### src/rtl/ysyx_25040111_rr_arbiter_if.sv
// Request/response bundle between the requesting masters, the arbiter and the LSU port.
// The slave modport is the arbiter's view; the master modport is the surrounding system's view.
interface ysyx_25040111_rr_arbiter_if #(
    parameter int NUM_M  = 2,
    parameter int ADDR_W = 32,
    parameter int DATA_W = 32,
    parameter int LEN_W  = 8
);
    logic [NUM_M-1:0]        m_req_valid;
    logic [NUM_M-1:0]        m_req_ready;
    logic [NUM_M-1:0]        m_req_write;
    logic [NUM_M*ADDR_W-1:0] m_req_addr;
    logic [NUM_M*DATA_W-1:0] m_req_wdata;
    logic [NUM_M*2-1:0]      m_req_mask;
    logic [NUM_M-1:0]        m_req_sign;
    logic [NUM_M*LEN_W-1:0]  m_req_len;
    logic [NUM_M-1:0]        m_resp_valid;
    logic [NUM_M-1:0]        m_resp_last;
    logic [DATA_W-1:0]       m_resp_data;

    logic                    s_req_valid;
    logic                    s_req_ready;
    logic                    s_req_write;
    logic [ADDR_W-1:0]       s_req_addr;
    logic [DATA_W-1:0]       s_req_wdata;
    logic [1:0]              s_req_mask;
    logic                    s_req_sign;
    logic [LEN_W-1:0]        s_req_len;
    logic                    s_resp_valid;
    logic                    s_resp_last;
    logic [DATA_W-1:0]       s_resp_data;

    modport slave (
        input  m_req_valid, m_req_write, m_req_addr, m_req_wdata, m_req_mask, m_req_sign, m_req_len,
        output m_req_ready, m_resp_valid, m_resp_last, m_resp_data,
        output s_req_valid, s_req_write, s_req_addr, s_req_wdata, s_req_mask, s_req_sign, s_req_len,
        input  s_req_ready, s_resp_valid, s_resp_last, s_resp_data
    );

    modport master (
        output m_req_valid, m_req_write, m_req_addr, m_req_wdata, m_req_mask, m_req_sign, m_req_len,
        input  m_req_ready, m_resp_valid, m_resp_last, m_resp_data,
        input  s_req_valid, s_req_write, s_req_addr, s_req_wdata, s_req_mask, s_req_sign, s_req_len,
        output s_req_ready, s_resp_valid, s_resp_last, s_resp_data
    );
endinterface

### src/rtl/ysyx_25040111_rr_arbiter.sv
// N-master transaction arbiter in front of the single LSU port, with burst beat-count checking.
// Define YSYX_25040111_RR_ARB_EN for round-robin arbitration; otherwise the lowest index wins.
module ysyx_25040111_rr_arbiter #(
    parameter int NUM_M  = 2,
    parameter int ADDR_W = 32,
    parameter int DATA_W = 32,
    parameter int LEN_W  = 8
) (
    input  logic                       clock,
    input  logic                       reset,
    ysyx_25040111_rr_arbiter_if.slave  bus,
    output logic [$clog2(NUM_M)-1:0]   grant,
    output logic                       busy,
    output logic                       proto_err
);
    localparam int GW = $clog2(NUM_M);

    typedef enum logic [1:0] {IDLE, REQ, RESP} state_t;

    state_t            state_q, state_d;
    logic [GW-1:0]     grant_q, win;
    logic [LEN_W-1:0]  len_q, beat_cnt;
    logic              any_req, req_fire, last_beat;

    logic [ADDR_W-1:0] addr_a  [NUM_M];
    logic [DATA_W-1:0] wdata_a [NUM_M];
    logic [1:0]        mask_a  [NUM_M];
    logic [LEN_W-1:0]  len_a   [NUM_M];

    always_comb begin
        for (int i = 0; i < NUM_M; i++) begin
            addr_a[i]  = bus.m_req_addr[i*ADDR_W +: ADDR_W];
            wdata_a[i] = bus.m_req_wdata[i*DATA_W +: DATA_W];
            mask_a[i]  = bus.m_req_mask[i*2 +: 2];
            len_a[i]   = bus.m_req_len[i*LEN_W +: LEN_W];
        end
    end

    assign any_req   = |bus.m_req_valid;
    assign req_fire  = (state_q == REQ) && bus.s_req_ready;
    assign last_beat = (beat_cnt == len_q);

`ifdef YSYX_25040111_RR_ARB_EN
    logic [GW-1:0] ptr_q;

    // Winner is the requester closest to ptr_q going upward, wrapping at NUM_M.
    always_comb begin
        int best;
        int dist;
        best = NUM_M;
        dist = 0;
        win  = '0;
        for (int i = 0; i < NUM_M; i++) begin
            dist = (i + NUM_M - int'(ptr_q)) % NUM_M;
            if (bus.m_req_valid[i] && (dist < best)) begin
                best = dist;
                win  = GW'(i);
            end
        end
    end

    always_ff @(posedge clock or posedge reset) begin
        if (reset) begin
            ptr_q <= '0;
        end else if ((state_q == IDLE) && any_req) begin
            ptr_q <= (win == GW'(NUM_M - 1)) ? '0 : win + GW'(1);
        end
    end
`else
    always_comb begin
        win = '0;
        for (int i = NUM_M - 1; i >= 0; i--) begin
            if (bus.m_req_valid[i]) win = GW'(i);
        end
    end
`endif

    always_comb begin
        state_d = state_q;
        case (state_q)
            IDLE:    if (any_req) state_d = REQ;
            REQ:     if (bus.s_req_ready) state_d = RESP;
            RESP:    if (bus.s_resp_valid && (last_beat || bus.s_resp_last)) state_d = IDLE;
            default: state_d = IDLE;
        endcase
    end

    always_ff @(posedge clock or posedge reset) begin
        if (reset) begin
            state_q   <= IDLE;
            grant_q   <= '0;
            beat_cnt  <= '0;
            proto_err <= 1'b0;
        end else begin
            state_q <= state_d;
            if ((state_q == IDLE) && any_req) grant_q <= win;
            if (req_fire) begin
                beat_cnt <= '0;
            end else if ((state_q == RESP) && bus.s_resp_valid) begin
                beat_cnt <= beat_cnt + LEN_W'(1);
            end
            if ((state_q == RESP) && bus.s_resp_valid && (bus.s_resp_last != last_beat)) begin
                proto_err <= 1'b1;
            end
        end
    end

    // Writes always carry a single beat, whatever their len field says.
    always_ff @(posedge clock) begin
        if ((state_q == IDLE) && any_req) begin
            len_q <= bus.m_req_write[win] ? '0 : len_a[win];
        end
    end

    always_comb begin
        bus.m_req_ready  = '0;
        bus.m_resp_valid = '0;
        bus.m_resp_last  = '0;
        bus.m_resp_data  = '0;
        bus.s_req_valid  = 1'b0;
        bus.s_req_write  = 1'b0;
        bus.s_req_addr   = '0;
        bus.s_req_wdata  = '0;
        bus.s_req_mask   = '0;
        bus.s_req_sign   = 1'b0;
        bus.s_req_len    = '0;
        if (state_q == REQ) begin
            bus.s_req_valid = 1'b1;
            bus.s_req_write = bus.m_req_write[grant_q];
            bus.s_req_addr  = addr_a[grant_q];
            bus.s_req_wdata = wdata_a[grant_q];
            bus.s_req_mask  = mask_a[grant_q];
            bus.s_req_sign  = bus.m_req_sign[grant_q];
            bus.s_req_len   = bus.m_req_write[grant_q] ? '0 : len_a[grant_q];
            bus.m_req_ready[grant_q] = bus.s_req_ready;
        end
        if (state_q == RESP) begin
            bus.m_resp_valid[grant_q] = bus.s_resp_valid;
            bus.m_resp_last[grant_q]  = bus.s_resp_valid & last_beat;
            bus.m_resp_data           = bus.s_resp_data;
        end
    end

    assign grant = grant_q;
    assign busy  = (state_q != IDLE);
endmodule

### src/flat_wrapper.sv
// flat-port wrapper written by rule: the top's interface ports become plain ports
module ysyx_25040111_rr_arbiter_flat 
#(
    parameter int NUM_M  = 2,
    parameter int ADDR_W = 32,
    parameter int DATA_W = 32,
    parameter int LEN_W  = 8
)
  (clock, reset, grant, busy, proto_err, bus_m_req_valid, bus_m_req_write, bus_m_req_addr, bus_m_req_wdata, bus_m_req_mask, bus_m_req_sign, bus_m_req_len, bus_m_req_ready, bus_m_resp_valid, bus_m_resp_last, bus_m_resp_data, bus_s_req_valid, bus_s_req_write, bus_s_req_addr, bus_s_req_wdata, bus_s_req_mask, bus_s_req_sign, bus_s_req_len, bus_s_req_ready, bus_s_resp_valid, bus_s_resp_last, bus_s_resp_data);
  ysyx_25040111_rr_arbiter_if #(.NUM_M(NUM_M), .ADDR_W(ADDR_W), .DATA_W(DATA_W), .LEN_W(LEN_W)) bus_i ();
  input  logic clock;
  input  logic reset;
  output logic [$clog2(NUM_M)-1:0] grant;
  output logic busy;
  output logic proto_err;
  input wire logic [$bits(bus_i.m_req_valid)-1:0] bus_m_req_valid;
  input wire logic [$bits(bus_i.m_req_write)-1:0] bus_m_req_write;
  input wire logic [$bits(bus_i.m_req_addr)-1:0] bus_m_req_addr;
  input wire logic [$bits(bus_i.m_req_wdata)-1:0] bus_m_req_wdata;
  input wire logic [$bits(bus_i.m_req_mask)-1:0] bus_m_req_mask;
  input wire logic [$bits(bus_i.m_req_sign)-1:0] bus_m_req_sign;
  input wire logic [$bits(bus_i.m_req_len)-1:0] bus_m_req_len;
  output wire logic [$bits(bus_i.m_req_ready)-1:0] bus_m_req_ready;
  output wire logic [$bits(bus_i.m_resp_valid)-1:0] bus_m_resp_valid;
  output wire logic [$bits(bus_i.m_resp_last)-1:0] bus_m_resp_last;
  output wire logic [$bits(bus_i.m_resp_data)-1:0] bus_m_resp_data;
  output wire logic [$bits(bus_i.s_req_valid)-1:0] bus_s_req_valid;
  output wire logic [$bits(bus_i.s_req_write)-1:0] bus_s_req_write;
  output wire logic [$bits(bus_i.s_req_addr)-1:0] bus_s_req_addr;
  output wire logic [$bits(bus_i.s_req_wdata)-1:0] bus_s_req_wdata;
  output wire logic [$bits(bus_i.s_req_mask)-1:0] bus_s_req_mask;
  output wire logic [$bits(bus_i.s_req_sign)-1:0] bus_s_req_sign;
  output wire logic [$bits(bus_i.s_req_len)-1:0] bus_s_req_len;
  input wire logic [$bits(bus_i.s_req_ready)-1:0] bus_s_req_ready;
  input wire logic [$bits(bus_i.s_resp_valid)-1:0] bus_s_resp_valid;
  input wire logic [$bits(bus_i.s_resp_last)-1:0] bus_s_resp_last;
  input wire logic [$bits(bus_i.s_resp_data)-1:0] bus_s_resp_data;
  assign bus_i.m_req_valid = bus_m_req_valid;
  assign bus_i.m_req_write = bus_m_req_write;
  assign bus_i.m_req_addr = bus_m_req_addr;
  assign bus_i.m_req_wdata = bus_m_req_wdata;
  assign bus_i.m_req_mask = bus_m_req_mask;
  assign bus_i.m_req_sign = bus_m_req_sign;
  assign bus_i.m_req_len = bus_m_req_len;
  assign bus_m_req_ready = bus_i.m_req_ready;
  assign bus_m_resp_valid = bus_i.m_resp_valid;
  assign bus_m_resp_last = bus_i.m_resp_last;
  assign bus_m_resp_data = bus_i.m_resp_data;
  assign bus_s_req_valid = bus_i.s_req_valid;
  assign bus_s_req_write = bus_i.s_req_write;
  assign bus_s_req_addr = bus_i.s_req_addr;
  assign bus_s_req_wdata = bus_i.s_req_wdata;
  assign bus_s_req_mask = bus_i.s_req_mask;
  assign bus_s_req_sign = bus_i.s_req_sign;
  assign bus_s_req_len = bus_i.s_req_len;
  assign bus_i.s_req_ready = bus_s_req_ready;
  assign bus_i.s_resp_valid = bus_s_resp_valid;
  assign bus_i.s_resp_last = bus_s_resp_last;
  assign bus_i.s_resp_data = bus_s_resp_data;
  ysyx_25040111_rr_arbiter #(.NUM_M(NUM_M), .ADDR_W(ADDR_W), .DATA_W(DATA_W), .LEN_W(LEN_W)) u_core (.clock(clock), .reset(reset), .bus(bus_i), .grant(grant), .busy(busy), .proto_err(proto_err));
endmodule
### config.mk
export PLATFORM = sky130hd
export DESIGN_NAME = ysyx_25040111_rr_arbiter_flat
export DESIGN_NICKNAME = d
export VERILOG_FILES = /design/src/rtl/ysyx_25040111_rr_arbiter_if.sv /design/src/rtl/ysyx_25040111_rr_arbiter.sv /design/src/flat_wrapper.sv
export SDC_FILE = /design/constraint.sdc
export NUM_CORES = 1
export LEC_CHECK = 0
export ABC_AREA = 1
export CAP_MARGIN = 30
export CORE_AREA = 2 2 121 123
export DETAILED_ROUTE_END_ITERATION = 7
export DIE_AREA = 0 0 123 125
export PLACE_DENSITY_LB_ADDON = 0.2
export SYNTH_ARGS = -nofsm -noshare
export SYNTH_HDL_FRONTEND = slang
export SYNTH_SLANG_ARGS = --single-unit
### constraint.sdc
create_clock -name clock -period 2.3 [get_ports clock]
set_clock_uncertainty 0.05 [all_clocks]
set_input_delay 0.46 -clock clock [delete_from_list [all_inputs] [get_ports clock]]
set_output_delay 0.46 -clock clock [all_outputs]
set_load 0.02 [all_outputs]
* Word level (Yosys, flattened, before mapping)
Index checks and enable logic that the tools add are counted.
** Storage, ports and cells
- Bits in registers :: 20
- Bits of input ports :: 191
** Cells by class
- Reduce and logical (&&, ||, !) cells :: 12
- Multiplexer cells :: 43
- Add/sub/neg operators :: 1
- Equal/unequal tests :: 7
- Bitwise logic cells :: 6
- Magnitude comparators :: 5
** Operators with widths (count)
- two-way mux 32 bit :: 9
- two-way mux 8 bit :: 10
- two-way mux 2 bit :: 10
- two-way mux 1 bit :: 12
- adder 8 x 1 -> 8 bit, second input constant :: 1
- equality test 8 bit :: 1
- AND 2 bit :: 3
- logical AND 1 bit :: 6
- case mux 2 bit (3 select lines) :: 1
- >= comparator 2 bit, second input constant :: 2
- less-than comparator 1 x 2 -> 1 bit, second input constant :: 2
- inequality test 2 x 1 -> 1 bit, second input constant :: 2
- inverter 1 -> 2 bit :: 2
- nonzero test 2 bit :: 2
- AND reduction 3 bit :: 1
- equality test 2 x 1 -> 1 bit, second input constant :: 1
- equality test 2 bit, second input constant :: 1
- logical NOT 2 bit :: 1
- inequality test 2 bit, second input constant :: 1
- OR reduction 2 bit :: 1
- AND 1 bit :: 1
- demux 1 bit (select 1 bit) :: 1
- >= comparator 1 bit, second input constant :: 1
- logical OR 1 bit :: 1
- inequality test 1 bit :: 1

* Longest topological paths before layout
- Depth in word-level cells :: 6
- Depth in mapped cells :: 9

* Worst setup path after synthesis
No wires, ideal clock.
- Path kind :: flip-flop to output port
- Start point :: register u_core.grant_q, in the netlist u_core.grant
- End point :: output port bus_m_resp_last[1]
- Buffers on the path :: 2
- Slack :: 293 ps
- Required time :: 1790 ps
- Data arrival time :: 1497 ps
- Cell stages (with the launch flop) :: 7
- Cell sequence :: dfrtp_1 -> buf_4 -> inv_4 -> buf_6 -> nor2_1 -> inv_1 -> nor2_1
** On the way
- Word-level cells in the longest chain between the ends :: 6
** Ends and longest elaborated chain
- start, declared :: line ysyx_25040111_rr_arbiter.sv:21 : logic [GW-1:0] grant_q, win;
- start signal, assigned :: line ysyx_25040111_rr_arbiter.sv:96 : if ((state_q == IDLE) && any_req) grant_q <= win;
- less-than comparator 1 x 2 -> 1 bit (implied by the code) / >= comparator 1 bit (equally long branches) :: line ysyx_25040111_rr_arbiter.sv:139 : bus.m_resp_last[grant_q] = bus.s_resp_valid & last_beat;
- logical AND 1 bit (implied by the code) :: line ysyx_25040111_rr_arbiter.sv:139
- two-way mux 1 bit (implied by the code) :: line ysyx_25040111_rr_arbiter.sv:139
- demux 1 bit (select 1 bit) *
- AND 2 bit (no source line) *
- two-way mux 2 bit * :: line ysyx_25040111_rr_arbiter.sv:137 : if (state_q == RESP) begin
- end, declared :: line flat_wrapper.sv:25 : output wire logic [$bits(bus_i.m_resp_last)-1:0] bus_m_resp_last;
Every way passes the cells marked *; elsewhere a longest branch is shown, timed or not.

* Worst setup path after layout
- Start point :: input port bus_s_resp_valid
- End point :: output port bus_m_resp_last[1]
** On the way
- Word-level cells in the longest chain between the ends :: 3
** Ends and longest elaborated chain
- start, declared :: line flat_wrapper.sv:35 : input wire logic [$bits(bus_i.s_resp_valid)-1:0] bus_s_resp_valid;
- AND 1 bit :: line ysyx_25040111_rr_arbiter.sv:139
- AND 2 bit (no source line)
- two-way mux 2 bit :: line ysyx_25040111_rr_arbiter.sv:137
No other way between the ends.

==> impl_metrics.env <==
export IMPL_p_leak_nw=3.12
export IMPL_clkTransAtPathRegs_ns=0.05
export IMPL_placed_area_um2=5970
export IMPL_drtIter0Drc=137
export IMPL_intPower_mw=2.33
export IMPL_grt_usage_pct=15.5
export IMPL_cts_buffers=3
export IMPL_hpwl_mm=11.0
export IMPL_port_buffers=308
export IMPL_die_y_um=125
export IMPL_avgSynthCellArea_um2=5.34
export IMPL_grt_pass1_vias=3955
export IMPL_ys_seq_area_share_pct=20.5
export IMPL_start_util_pct=18.5
export IMPL_drc=0
export IMPL_synth_top_area_share_pct=30.2
export IMPL_via_per_inst=4.17
export IMPL_top_usage_layer="met2"
export IMPL_worst_path_largest_cell_delay_ns=0.53
export IMPL_h_tree_depth=1
export IMPL_pwr_share_comb_pct=82.0
export IMPL_dieArea_um2=15400
export IMPL_cts_sinks=20
export IMPL_grt_overflow=0
export IMPL_vias=4100
export IMPL_cp_arrival_ns=1.70
export IMPL_cp_end_kind="primary output"
export IMPL_synth_nets=686
export IMPL_use_met3_pct=3.79
export IMPL_antenna_left=0
export IMPL_firstDrtPassIters=4
export IMPL_cts_tree="built"
export IMPL_place_gp_congestion=0.855
export IMPL_yosysTopAreaCell="nand2_1"
export IMPL_cts_setup_buffers=0
export IMPL_die_w_um=123
export IMPL_fin_area_um2=5890
export IMPL_critPathMostFrequentCell="nor2_1"
export IMPL_power_net_switching_mw=2.82
export IMPL_maxSlewHeadroom_pct=67.3
export IMPL_met1_usage_pct=17.2
export IMPL_swShare_pct=54.7
export IMPL_power_mw=5.15
export IMPL_grtUsageMet2_pct=29.6
export IMPL_path_class="input pin to primary output"
export IMPL_routedWlPerCell_um=13.2
export IMPL_hold_class="flop to flop"
export IMPL_finalNetCount=993
export IMPL_p_clk_share_pct=6.9
export IMPL_clock_latency_ns=0.25
export IMPL_cts_root_buf="clkbuf_16"
export IMPL_synth_area_top_cells="nand2_1, a21oi_1, dfrtp_1"
export IMPL_crit_chain="clkdlybuf4s50_1 > nand3_4 > nor2_1 > inv_1 > nor2_1 > dlygate4sd2_1"
export IMPL_slew_violations=0
export IMPL_ioPinCount=309
export IMPL_antenna_found_initial=0
export IMPL_cellPowerDensity_nw_per_um2=874
export IMPL_grt_pass1_wl_mm=19.3
export IMPL_hold_buffers=0
export IMPL_crit_path_top_delay_cell="clkdlybuf4s50_1"
export IMPL_synth_cell_types=25
export IMPL_multi_input_area_um2=1660
export IMPL_synth_area_um2=2630
export IMPL_tightest_slew_ns=0.489
export IMPL_vdd_drop_max_mv=0.531
export IMPL_syn_inst=493
export IMPL_max_cap_violations=0
export IMPL_ff_latch_area_um2=542
export IMPL_finalSetupViolations=0
export IMPL_num_antenna_cells=0
export IMPL_critPathLaunchType="input pin"
export IMPL_finalCritPeriodShare_pct=96.2
export IMPL_core_um2=14200
export IMPL_layout_drive_gt1_share_pct=7.26
export IMPL_grt_start_max_net_pins=54
export IMPL_cp_max_fo=3
export IMPL_rsz0062_at_grt="no"
export IMPL_max_clock_path_buffers=2
export IMPL_nFillCells=1573
export IMPL_num_rows=44
export IMPL_fmax_ghz=0.452
export IMPL_required_ns=1.79
export IMPL_wirelength_mm=13.0
export IMPL_hold_violations=0
export IMPL_yosys_warnings=0
export IMPL_pwr_share_seq_pct=11.1
export IMPL_finalCriticalPeriod_ns=2.21
export IMPL_synth_seq_cells=20
export IMPL_status="complete, no violations"
export IMPL_area_delta_synth_final_pct=124
## cell usage in the layout, fill, tap and decap left out, types with 2 or more instances in the layout
master / n
nor2_1: 51
edfxtp_1: 8
clkbuf_2: 9
dfrtp_1: 11
a21oi_2: 10
o21ai_0: 10
dlymetal6s2s_1: 2
buf_4: 23
clkbuf_16: 3
inv_2: 3
nand2_1: 211
dlygate4sd2_1: 99
clkdlybuf4s50_1: 194
inv_1: 62
buf_12: 3
xnor2_1: 3
nand3_1: 13
a21oi_1: 68
ha_1: 2
## metal layers
| metal | vias to the layer above | share of wire [%] |
|---|---|---|
| li1 | 2120 | - |
| met1 | 1772 | 39 |
| met2 | 192 | 50 |
| met3 | 16 | 9.7 |
| met4 | 0 | 1.8 |
| met5 | - | 0 |
## cell usage after synthesis (all sizes together)
cell    instances
nand2         212
a21oi          78
inv            66
nor2           52
buf            26
nand3          14
dfrtp          12
o21ai          12
edfxtp          8
clkbuf          4
xnor2           3
ha              2
a21boi          1
a21o            1
clkinv          1
nand4           1
## cell type report
cell class,instances,area share (%)
clock buffer,4,1.34
timing repair buffer,332,53.2
tap,184,3.91
inverter,67,4.31
sequential,20,9.19
multi-input combinational,376,28.1
## critical path: cells and delay by family
| kind | cells | cell delay [ns] |
|---|---|---|
| buffers and inverters | 3 | 0.91 |
| AND/OR/NAND/NOR | 3 | 0.32 |
## power by group through the flow
| stage | logic, mW | clock network [mW] | registers, mW |
|---|---|---|---|
| 2_1_floorplan | 2.54 | 0 | 0.577 |
| 3_3_place_gp | 4.72 | 0 | 0.575 |
| 3_5_place_dp | 4.73 | 0 | 0.579 |
| 4_1_cts | 4.30 | 0.366 | 0.573 |
| 5_1_grt | 4.61 | 0.374 | 0.584 |
| 6_report | 4.22 | 0.358 | 0.570 |
## repair_timing
item | CTS | global route
gates cloned | 0 | 0
endpoints found under the setup margin | 111 | 12
resized for setup | 111 | 21
pin swaps | 0 | 0
## state kept, by name, indices dropped and copies added, names as in the netlist
| signal | count |
|---|---|
| u_core.proto_err | 1 |
| u_core.grant | 1 |
| u_core.beat_cnt | 8 |
| u_core.state_q | 2 |
| u_core.len_q | 8 |
## cell families (layout without fill, tap and decap cells)
family,Yosys count,after routing,synth area share [%]
AO/OA/AOI/OAI,92,92,19.5
XOR/XNOR,3,3,0.998
adder cells (fa/ha/maj),2,2,0.950
buffers and inverters,97,403,16.7
flip-flops,20,20,20.5
AND/OR/NAND/NOR,279,279,41.3
## metrics by stage
| step | worst slack (ns) | instances | util [%] | setup TNS [ns] | hold WS [ns] |
|---|---|---|---|---|---|
| floorplan | 0.293 | 493 | - | 0 | 0.275 |
| global placement | -0.315 | 979 | 42.0 | -3.07 | 0.391 |
| detailed placement | -0.317 | 979 | 42.0 | -3.23 | 0.400 |
| CTS | 0.0155 | 983 | 41.7 | 0 | 0.412 |
| global route | 0.00132 | 983 | 41.5 | 0 | 0.450 |
| finish | 0.0868 | 983 | 41.5 | 0 | 0.412 |
## path summary, 6_finish.rpt
kind                                          startpoint                             to  slack [ns]  depth (start not counted)
hold reg to reg             u_core.proto_err$_DFFE_PP0P_   u_core.proto_err$_DFFE_PP0P_        0.41                          1
setup / recovery                        bus_s_resp_valid             bus_m_resp_last[1]        0.09                          6
max in group asynchronous                          reset       u_core.grant$_DFFE_PP0P_        1.35                          2
hold / removal              u_core.proto_err$_DFFE_PP0P_   u_core.proto_err$_DFFE_PP0P_        0.41                          1
min in group asynchronous                          reset  u_core.state_q[1]$_DFFE_PP0P_        0.49                          2
setup reg to reg           u_core.state_q[1]$_DFFE_PP0P_  u_core.len_q[1]$_SDFFCE_PP0P_        0.76                          4
No activity file was read; power rests on OpenSTA's default activity.
